## src/rtl/rv32i_types.sv

```systemverilog
// Purpose : shared types and sizing for the ROB commit stage (head entry struct, FSM states).
// Latency : n/a (types and constants only).
// Backpres: n/a.
// Contents: WAY/NO_PHY_REGS/WIDTH/ROB sizing, DRAIN_CYCLES, rob_head_t, commit_state_t.
package rv32i_types;

  localparam int WAY          = 2;
  localparam int NO_PHY_REGS  = 64;
  localparam int WIDTH        = $clog2(NO_PHY_REGS);
  localparam int ROB_DEPTH    = 32;
  localparam int ROB_ID_WIDTH = $clog2(ROB_DEPTH);
  localparam int DRAIN_CYCLES = 2;
  localparam int ARCH_REGS    = 32;
  localparam int POP_W        = $clog2(WAY + 1);

  typedef struct packed {
    logic                    valid;
    logic                    done;
    logic [4:0]              rd_s;
    logic [WIDTH-1:0]        pd_s;
    logic [ROB_ID_WIDTH-1:0] rob_id;
    logic                    br_pred_valid;
    logic                    mispredict;
    logic [31:0]             target_pc;
  } rob_head_t;

  typedef enum logic [1:0] {
    RUN   = 2'd0,
    FLUSH = 2'd1,
    DRAIN = 2'd2
  } commit_state_t;

endpackage

```

## src/rtl/rob_commit_stage_if.sv

```systemverilog
// Purpose : bundles ROB head view, free-list return, RRAT export and redirect of the commit stage.
// Latency : n/a (wires only).
// Backpres: retire_stall tells the ROB to hold its head; rob_pop says how many entries left.
// Ports   : head_entry[WAY] (ROB->commit); rob_pop, free_push_en/pd, rrat_map, flush,
//           flush_pc, retire_stall, commit_count (commit->ROB/free list/front end).
interface rob_commit_stage_if;
  import rv32i_types::*;

  rob_head_t          head_entry   [WAY];
  logic [POP_W-1:0]   rob_pop;
  logic [WAY-1:0]     free_push_en;
  logic [WIDTH-1:0]   free_push_pd [WAY];
  logic [WIDTH-1:0]   rrat_map     [ARCH_REGS];
  logic               flush;
  logic [31:0]        flush_pc;
  logic               retire_stall;
  logic [31:0]        commit_count;

  // Commit stage side.
  modport master (
    input  head_entry,
    output rob_pop, free_push_en, free_push_pd, rrat_map,
           flush, flush_pc, retire_stall, commit_count
  );

  // ROB / free list / front-end side.
  modport slave (
    output head_entry,
    input  rob_pop, free_push_en, free_push_pd, rrat_map,
           flush, flush_pc, retire_stall, commit_count
  );

endinterface

```

## src/rtl/rrat_file.sv

```systemverilog
// Purpose : retirement RAT, 32 x WIDTH map reset to identity, WAY write and WAY read ports.
// Latency : reads combinational from current state; writes visible after the clock edge.
// Backpres: none; every enabled write is taken.
// Ports   : clk, rst_n (sync, active low); wr_en/wr_idx/wr_pd[WAY]; rd_idx/rd_pd[WAY]; map[32].
module rrat_file
  import rv32i_types::*;
(
  input  logic             clk,
  input  logic             rst_n,
  input  logic [WAY-1:0]   wr_en,
  input  logic [4:0]       wr_idx [WAY],
  input  logic [WIDTH-1:0] wr_pd  [WAY],
  input  logic [4:0]       rd_idx [WAY],
  output logic [WIDTH-1:0] rd_pd  [WAY],
  output logic [WIDTH-1:0] map    [ARCH_REGS]
);

  logic [WIDTH-1:0] map_q [ARCH_REGS];
  logic [WIDTH-1:0] map_d [ARCH_REGS];

  // Ports are applied oldest first so the youngest slot wins on a shared index.
  always_comb begin
    map_d = map_q;
    for (int i = 0; i < WAY; i++) begin
      if (wr_en[i]) begin
        map_d[wr_idx[i]] = wr_pd[i];
      end
    end
  end

  always_ff @(posedge clk) begin
    if (!rst_n) begin
      for (int r = 0; r < ARCH_REGS; r++) begin
        map_q[r] <= WIDTH'(r);
      end
    end else begin
      map_q <= map_d;
    end
  end

  always_comb begin
    for (int i = 0; i < WAY; i++) begin
      rd_pd[i] = map_q[rd_idx[i]];
    end
  end

  assign map = map_q;

endmodule

```

## src/rtl/rob_commit_stage.sv

```systemverilog
// Purpose : in-order retirement of the completed head prefix, RRAT update, free-list return, flush.
// Latency : retire/pop/free combinational from head; RRAT, counter, flush registered (1 cycle).
// Backpres: retire_stall high in FLUSH/DRAIN, during which no head entry is consumed.
// Ports   : clk, rst_n (sync, active low); bus (rob_commit_stage_if.master).
module rob_commit_stage
  import rv32i_types::*;
(
  input  logic                 clk,
  input  logic                 rst_n,
  rob_commit_stage_if.master   bus
);

  localparam int CNT_W = (DRAIN_CYCLES > 1) ? $clog2(DRAIN_CYCLES) : 1;

  commit_state_t     state_q, state_d;
  logic              flush_q, flush_d;
  logic [31:0]       flush_pc_q, flush_pc_d;
  logic [CNT_W-1:0]  drain_q, drain_d;
  logic [31:0]       commit_count_q, commit_count_d;

  logic [WAY-1:0]    retire;
  logic [POP_W-1:0]  pop;
  logic              mis_hit;
  logic [31:0]       mis_pc;

  logic [WAY-1:0]    wr_en;
  logic [4:0]        rd_idx  [WAY];
  logic [WIDTH-1:0]  wr_pd   [WAY];
  logic [WIDTH-1:0]  old_pd  [WAY];
  logic [WIDTH-1:0]  free_pd [WAY];
  logic [WIDTH-1:0]  map     [ARCH_REGS];
  logic [WAY-1:0]    unused_head;

  // Retire prefix: slot 0 gates everything; a retiring mispredict blocks all younger slots.
  // rst_n is folded in so nothing pops or frees while reset is held.
  always_comb begin
    retire    = '0;
    retire[0] = rst_n & (state_q == RUN)
              & bus.head_entry[0].valid & bus.head_entry[0].done;
    for (int i = 1; i < WAY; i++) begin
      retire[i] = retire[i-1] & bus.head_entry[i].valid & bus.head_entry[i].done
                & ~bus.head_entry[i-1].mispredict;
    end
  end

  // Pop count, and the redirect target of the (at most one) retiring mispredict.
  always_comb begin
    pop     = '0;
    mis_hit = 1'b0;
    mis_pc  = '0;
    for (int i = 0; i < WAY; i++) begin
      pop = pop + POP_W'(retire[i]);
      if (retire[i] && bus.head_entry[i].mispredict) begin
        mis_hit = 1'b1;
        mis_pc  = bus.head_entry[i].target_pc;
      end
    end
  end

  // x0 never gets a mapping, so it neither writes the RRAT nor frees a register.
  always_comb begin
    for (int i = 0; i < WAY; i++) begin
      rd_idx[i] = bus.head_entry[i].rd_s;
      wr_pd[i]  = bus.head_entry[i].pd_s;
      wr_en[i]  = retire[i] & (bus.head_entry[i].rd_s != 5'd0);
    end
  end

  // Same-cycle bypass: the superseded register is the youngest older retiring writer of the
  // same rd, if any; otherwise the mapping currently held in the RRAT.
  always_comb begin
    for (int i = 0; i < WAY; i++) begin
      free_pd[i] = old_pd[i];
      for (int j = 0; j < i; j++) begin
        if (wr_en[j] && (bus.head_entry[j].rd_s == bus.head_entry[i].rd_s)) begin
          free_pd[i] = bus.head_entry[j].pd_s;
        end
      end
    end
  end

  // rob_id and br_pred_valid are carried for the ROB's benefit only.
  always_comb begin
    for (int i = 0; i < WAY; i++) begin
      unused_head[i] = ^{bus.head_entry[i].rob_id, bus.head_entry[i].br_pred_valid};
    end
  end

  rrat_file u_rrat (
    .clk    (clk),
    .rst_n  (rst_n),
    .wr_en  (wr_en),
    .wr_idx (rd_idx),
    .wr_pd  (wr_pd),
    .rd_idx (rd_idx),
    .rd_pd  (old_pd),
    .map    (map)
  );

  // Next-state for the RUN -> FLUSH -> DRAIN sequence, counter and flush registers.
  always_comb begin
    state_d        = state_q;
    flush_d        = 1'b0;
    flush_pc_d     = flush_pc_q;
    drain_d        = drain_q;
    commit_count_d = commit_count_q + 32'(pop);
    unique case (state_q)
      RUN: begin
        if (mis_hit) begin
          state_d    = FLUSH;
          flush_d    = 1'b1;
          flush_pc_d = mis_pc;
        end
      end
      FLUSH: begin
        state_d = DRAIN;
        drain_d = CNT_W'(DRAIN_CYCLES - 1);
      end
      DRAIN: begin
        if (drain_q == '0) begin
          state_d = RUN;
        end else begin
          drain_d = drain_q - 1'b1;
        end
      end
      default: state_d = RUN;
    endcase
  end

  always_ff @(posedge clk) begin
    if (!rst_n) begin
      state_q        <= RUN;
      flush_q        <= 1'b0;
      flush_pc_q     <= '0;
      drain_q        <= '0;
      commit_count_q <= '0;
    end else begin
      state_q        <= state_d;
      flush_q        <= flush_d;
      flush_pc_q     <= flush_pc_d;
      drain_q        <= drain_d;
      commit_count_q <= commit_count_d;
    end
  end

  assign bus.rob_pop      = pop;
  assign bus.free_push_en = wr_en;
  assign bus.free_push_pd = free_pd;
  assign bus.rrat_map     = map;
  assign bus.flush        = flush_q;
  assign bus.flush_pc     = flush_pc_q;
  assign bus.retire_stall = (state_q != RUN);
  assign bus.commit_count = commit_count_q;

endmodule
```

## src/flat_wrapper.sv

```systemverilog
// flat-port wrapper written by rule: the top's interface ports become plain ports
module rob_commit_stage_flat import rv32i_types::*;
  (clk, rst_n, bus_head_entry, bus_rob_pop, bus_free_push_en, bus_free_push_pd, bus_rrat_map, bus_flush, bus_flush_pc, bus_retire_stall, bus_commit_count);
  rob_commit_stage_if bus_i ();
  input  logic clk;
  input  logic rst_n;
  input wire logic [$bits(bus_i.head_entry)-1:0] bus_head_entry;
  output wire logic [$bits(bus_i.rob_pop)-1:0] bus_rob_pop;
  output wire logic [$bits(bus_i.free_push_en)-1:0] bus_free_push_en;
  output wire logic [$bits(bus_i.free_push_pd)-1:0] bus_free_push_pd;
  output wire logic [$bits(bus_i.rrat_map)-1:0] bus_rrat_map;
  output wire logic [$bits(bus_i.flush)-1:0] bus_flush;
  output wire logic [$bits(bus_i.flush_pc)-1:0] bus_flush_pc;
  output wire logic [$bits(bus_i.retire_stall)-1:0] bus_retire_stall;
  output wire logic [$bits(bus_i.commit_count)-1:0] bus_commit_count;
  assign bus_i.head_entry = {>>{bus_head_entry}};
  assign bus_rob_pop = bus_i.rob_pop;
  assign bus_free_push_en = bus_i.free_push_en;
  assign bus_free_push_pd = {>>{bus_i.free_push_pd}};
  assign bus_rrat_map = {>>{bus_i.rrat_map}};
  assign bus_flush = bus_i.flush;
  assign bus_flush_pc = bus_i.flush_pc;
  assign bus_retire_stall = bus_i.retire_stall;
  assign bus_commit_count = bus_i.commit_count;
  rob_commit_stage u_core (.clk(clk), .rst_n(rst_n), .bus(bus_i));
endmodule
```

## config.mk

```make
export PLATFORM = sky130hd
export DESIGN_NAME = rob_commit_stage_flat
export DESIGN_NICKNAME = d
export VERILOG_FILES = /design/src/rtl/rv32i_types.sv /design/src/rtl/rob_commit_stage_if.sv /design/src/rtl/rrat_file.sv /design/src/rtl/rob_commit_stage.sv /design/src/flat_wrapper.sv
export SDC_FILE = /design/constraint.sdc
export NUM_CORES = 1
export LEC_CHECK = 0
export CAP_MARGIN = 20
export CORE_MARGIN = 3
export CORE_UTILIZATION = 55
export CTS_CLUSTER_SIZE = 40
export DETAILED_ROUTE_END_ITERATION = 16
export PLACE_DENSITY = 0.91
export SKIP_CTS_REPAIR_TIMING = 1
export SYNTH_ARGS = -nofsm -noshare
export SYNTH_HDL_FRONTEND = slang
export SYNTH_SLANG_ARGS = --single-unit
```

## constraint.sdc

```tcl
create_clock -name clk -period 10 [get_ports clk]
set_clock_uncertainty 0.1 [all_clocks]
set_input_delay 2 -clock clk [delete_from_list [all_inputs] [get_ports clk]]
set_output_delay 2 -clock clk [all_outputs]
set_load 0.05 [all_outputs]
```

==> summary.md <==
| Metric | Value |
|---|---|
| Max cap viols | `0` |
| Die width | `173.7 um` |
| DRT iter0 DRCs | `2580` |
| Yosys Warn Count | `0` |
| Wire per inst | `27.96 um` |
| Setup TNS | `0 ps` |
| Period utilisation layout | `between 70% and 80%` |
| Antenna Nets Post-Route | `0` |
| Global-route wire length before repair | `between 90000 and 100000 um` |
| P_leak | `7.367 nW` |
| Longest Clk Path Bufs | `3` |
| Overall Power | `approximately 0.0025 W` |
| P_int | `0.001837 W` |
| FF+latch count, synth | `260` |
| Area Growth Syn to Fin | `30.25%` |
| # clock sinks | `260` |
| Combinational share of power | `14.7%` |
| Site row count | `60` |
| Final setup viols | `0` |
| Worst Path Class, Setup | `in -> out` |
| Drt first pass iters | `6` |
| Clk Latency, worst-skew pair | `550 ps` |
| Final WL | `63630 um` |
| Hold slack | `384.6 ps` |
| Vias in the first global route | `approximately 15000` |
| Asr flop ratio synth | `0%` |
| Total gr overflow | `0` |
| Register clock-pin slew on the reported worst setup and hold paths | `roughly 50 ps` |
| Tmin final | `slightly below 8000 ps` |
| Die area | `0.03017 sq mm` |
| Antenna Cells | `0` |
| CP dominant cell by count | `clkdlybuf4s50_1` |
| Slowest-stage cell, CP | `clkdlybuf4s50_1` |
| Pin count of the biggest net entering global routing | `82` |
| Cts bufs inserted | `29` |
| Sequential share of power | `between 40% and 50%` |
| RSZ-0062 raised after global routing | `false` |
| Fin cells | `2276` |
| Core area | `between 0.02 and 0.03 sq mm` |
| Critical path peak fanout | `17` |
| Root buffer cell | `clkbuf_16` |
| F_max | `129.5 MHz` |
| HP Class | `reg -> reg` |
| Worst IR Drop VDD | `115.6 uV` |
| Measured slew at the worst slew-check pin | `between 1000 and 1500 ps` |
| Cells after DPL | `between 2000 and 2500` |
| CP startpoint kind | `input port` |
| Clock Power Share | `between 40% and 50%` |
| Crit end category | `output pin` |
| Mapped Cells | `1610` |
| Post-synth EDFFs | `0` |
| GR Util All Layers | `39.73%` |
| H-Tree Depth | `1` |
| Initial antenna violation count | `1` |
| Vias per inst | `6.974` |
| P_sw | `roughly 0.00071 W` |
| Syn avg cell area | `9.606 sq um` |
| Mapped Nets | `1724` |
| Remaining DRCs | `0` |
| Crit path arrival time | `5620 ps` |
| Main synth FF type | `dfxtp_1` |
| # port buffers | `367` |
| Routability Congestion | `1.038` |
| Layout cells sized above 1 | `15.02%` |
| Status | `completed` |
| I/O pin count | `380` |
| Starting Density | `56.60%` |
| Count of unique library cells instantiated by Yosys | `56` |
| Rel. slew slack | `16.71%` |
| Final Hold Fails | `0` |
| Sw Ratio | `27.88%` |
| Max-slew violation count | `0` |
| Seq/Total Area, Yosys | `33.65%` |
| Critical Path RT | `7900 ps` |
| Critical path's top delay family | `buffers and inverters` |
| CTS tree | `yes` |
| Critical path buffers and inverters | `3` |
| Crit-path max cell delay | `about 1200 ps` |
| DP HPWL | `approximately 42000 um` |
| Die Ht | `around 170 um` |
| Pwr/cell area | `126.4 mW/mm^2` |
| Routed via count | `15870` |
| Critical path cell sequence | `clkdlybuf4s50_1 -> inv_1 -> o21ai_0 -> clkdlybuf4s50_1` |
| Fin nets | `1997` |
| Mapped Area | `0.01547 sq mm` |
-- power by group through the flow --
stage / registers [W] / clock network [W] / logic [W]
2_1_floorplan: 0.00111 / 0 / 0.000195
3_3_place_gp: 0.00108 / 0 / 0.000351
3_5_place_dp: 0.00108 / 0 / 0.000357
4_1_cts: 0.00106 / 0.00111 / 0.000360
5_1_grt: 0.00106 / 0.00115 / 0.000384
6_report: 0.00106 / 0.00112 / 0.000374
-- routing by layer --
layer	global-route usage [%]	part of all wire (%)	wire, um
met3	10.51	14	8730
met4	25.13	8.3	5286
met5	0	0.016	10
met2	64.69	45	28880
met1	46.67	33	20730
-- cells by family (layout without fill, tap and decap cells) --
family          Yosys count  count (layout)  synth area share [%]
mux                     343             343                 30.03
flops                   260             260                 33.65
xor+xnor                 28              28                 1.586
fa+ha+maj                 8               8                0.6957
compound gates          278             278                 12.00
buf+inv                 167             461                 4.627
simple gates            526             526                 17.41
-- Yosys cell counts, drive strengths merged (3+ instances only) --
cell type / n / share of area [%]
and2: 12 / 0.49
a311oi: 32 / 1.8
nor2b: 7 / 0.28
nand2: 143 / 3.5
o21ai: 45 / 1.5
o22a: 5 / 0.28
a21oi: 69 / 2.2
nor2: 186 / 4.5
nor3: 19 / 1.0
and3: 6 / 0.24
inv: 16 / 0.39
and3b: 4 / 0.23
nand2b: 6 / 0.24
buf: 61 / 2.1
mux4: 88 / 13
nand3b: 6 / 0.29
and4b: 3 / 0.19
o22ai: 5 / 0.20
or3: 10 / 0.40
nor4b: 7 / 1.1
a32oi: 4 / 0.23
xnor2: 21 / 1.2
nand3: 67 / 2.2
a22oi: 27 / 1.3
mux2: 88 / 6.4
nor3b: 5 / 0.42
a211oi: 83 / 4.0
ha: 7 / 0.57
mux2i: 167 / 11
clkbuf: 89 / 2.2
dfxtp: 260 / 34
and4: 3 / 0.17
nand4: 29 / 1.5
nor4: 9 / 0.46
xor2: 7 / 0.40
-- flip-flops by register name (all words and copies together), names as in the netlist --
| signal | cells |
|---|---|
| u_core.bus.commit_count | 32 |
| u_core.bus.flush | 1 |
| u_core.bus.flush_pc | 32 |
| u_core.drain_q | 1 |
| u_core.state_q | 2 |
| u_core.u_rrat.map | 192 |
-- worst min-delay path: stages (launching register included) --
cell and delay [ps]:
dfxtp_1 310, nand2_1 50, a311oi_1 80
-- layout make-up --
type / instances / area (sq um)
clock buffers: 45 / 895.9
flip-flops and latches: 260 / 5205
repair buffers: 392 / 3871
clock inverters: 7 / 87.58
inverters: 17 / 66.31
multi-input cells: 1183 / 9553
well taps: 372 / 465.4
fillers: 1820 / 7182
-- cell usage in the layout (no fill, tap or decap), drive strengths merged, types with 4 or more instances in the layout --
cell / synthesis / routed
inv: 16 / 17
nor4: 9 / 9
nor3b: 5 / 5
a32oi: 4 / 4
nor3: 19 / 19
xnor2: 21 / 21
nand2b: 6 / 6
clkinv: 1 / 4
nand2: 143 / 143
a311oi: 32 / 32
and3: 6 / 6
mux4: 88 / 88
clkdlybuf4s50: 0 / 361
dfxtp: 260 / 260
nand3b: 6 / 6
and3b: 4 / 4
xor2: 7 / 7
o21ai: 45 / 45
nor2b: 7 / 7
nor4b: 7 / 7
nor2: 186 / 186
clkbuf: 89 / 45
a22oi: 27 / 27
o22ai: 5 / 5
or3: 10 / 10
mux2: 88 / 88
buf: 61 / 31
mux2i: 167 / 167
a21oi: 69 / 69
nand4: 29 / 29
ha: 7 / 7
o22a: 5 / 5
a211oi: 83 / 83
and2: 12 / 12
nand3: 67 / 67
-- stage by stage --
step	instance area, sq um	worst slack (ps)	utilization (%)
after CTS	20100	2522	73.54
final	20140	2280	73.72
after detailed placement	19110	2540	69.95
after global routing	20140	2298	73.72
after global placement	19110	2564	69.95
after floorplan	15470	3009	-
-- path summary, 6_finish.rpt --
check	start	end	slack, ps	cells after the start
worst min-delay path	u_core.bus.flush_pc[28]$_SDFFE_PN0P_	u_core.bus.flush_pc[28]$_SDFFE_PN0P_	380	2
worst max-delay path	bus_head_entry[96]	bus_free_push_pd[5]	2280	4
worst min register to register	u_core.bus.flush_pc[28]$_SDFFE_PN0P_	u_core.bus.flush_pc[28]$_SDFFE_PN0P_	380	2
worst max register to register	u_core.state_q[0]$_SDFFE_PN0P_	u_core.bus.commit_count[28]$_SDFF_PN0_	5890	14
Note: power is estimated with default switching activity, not from simulation.
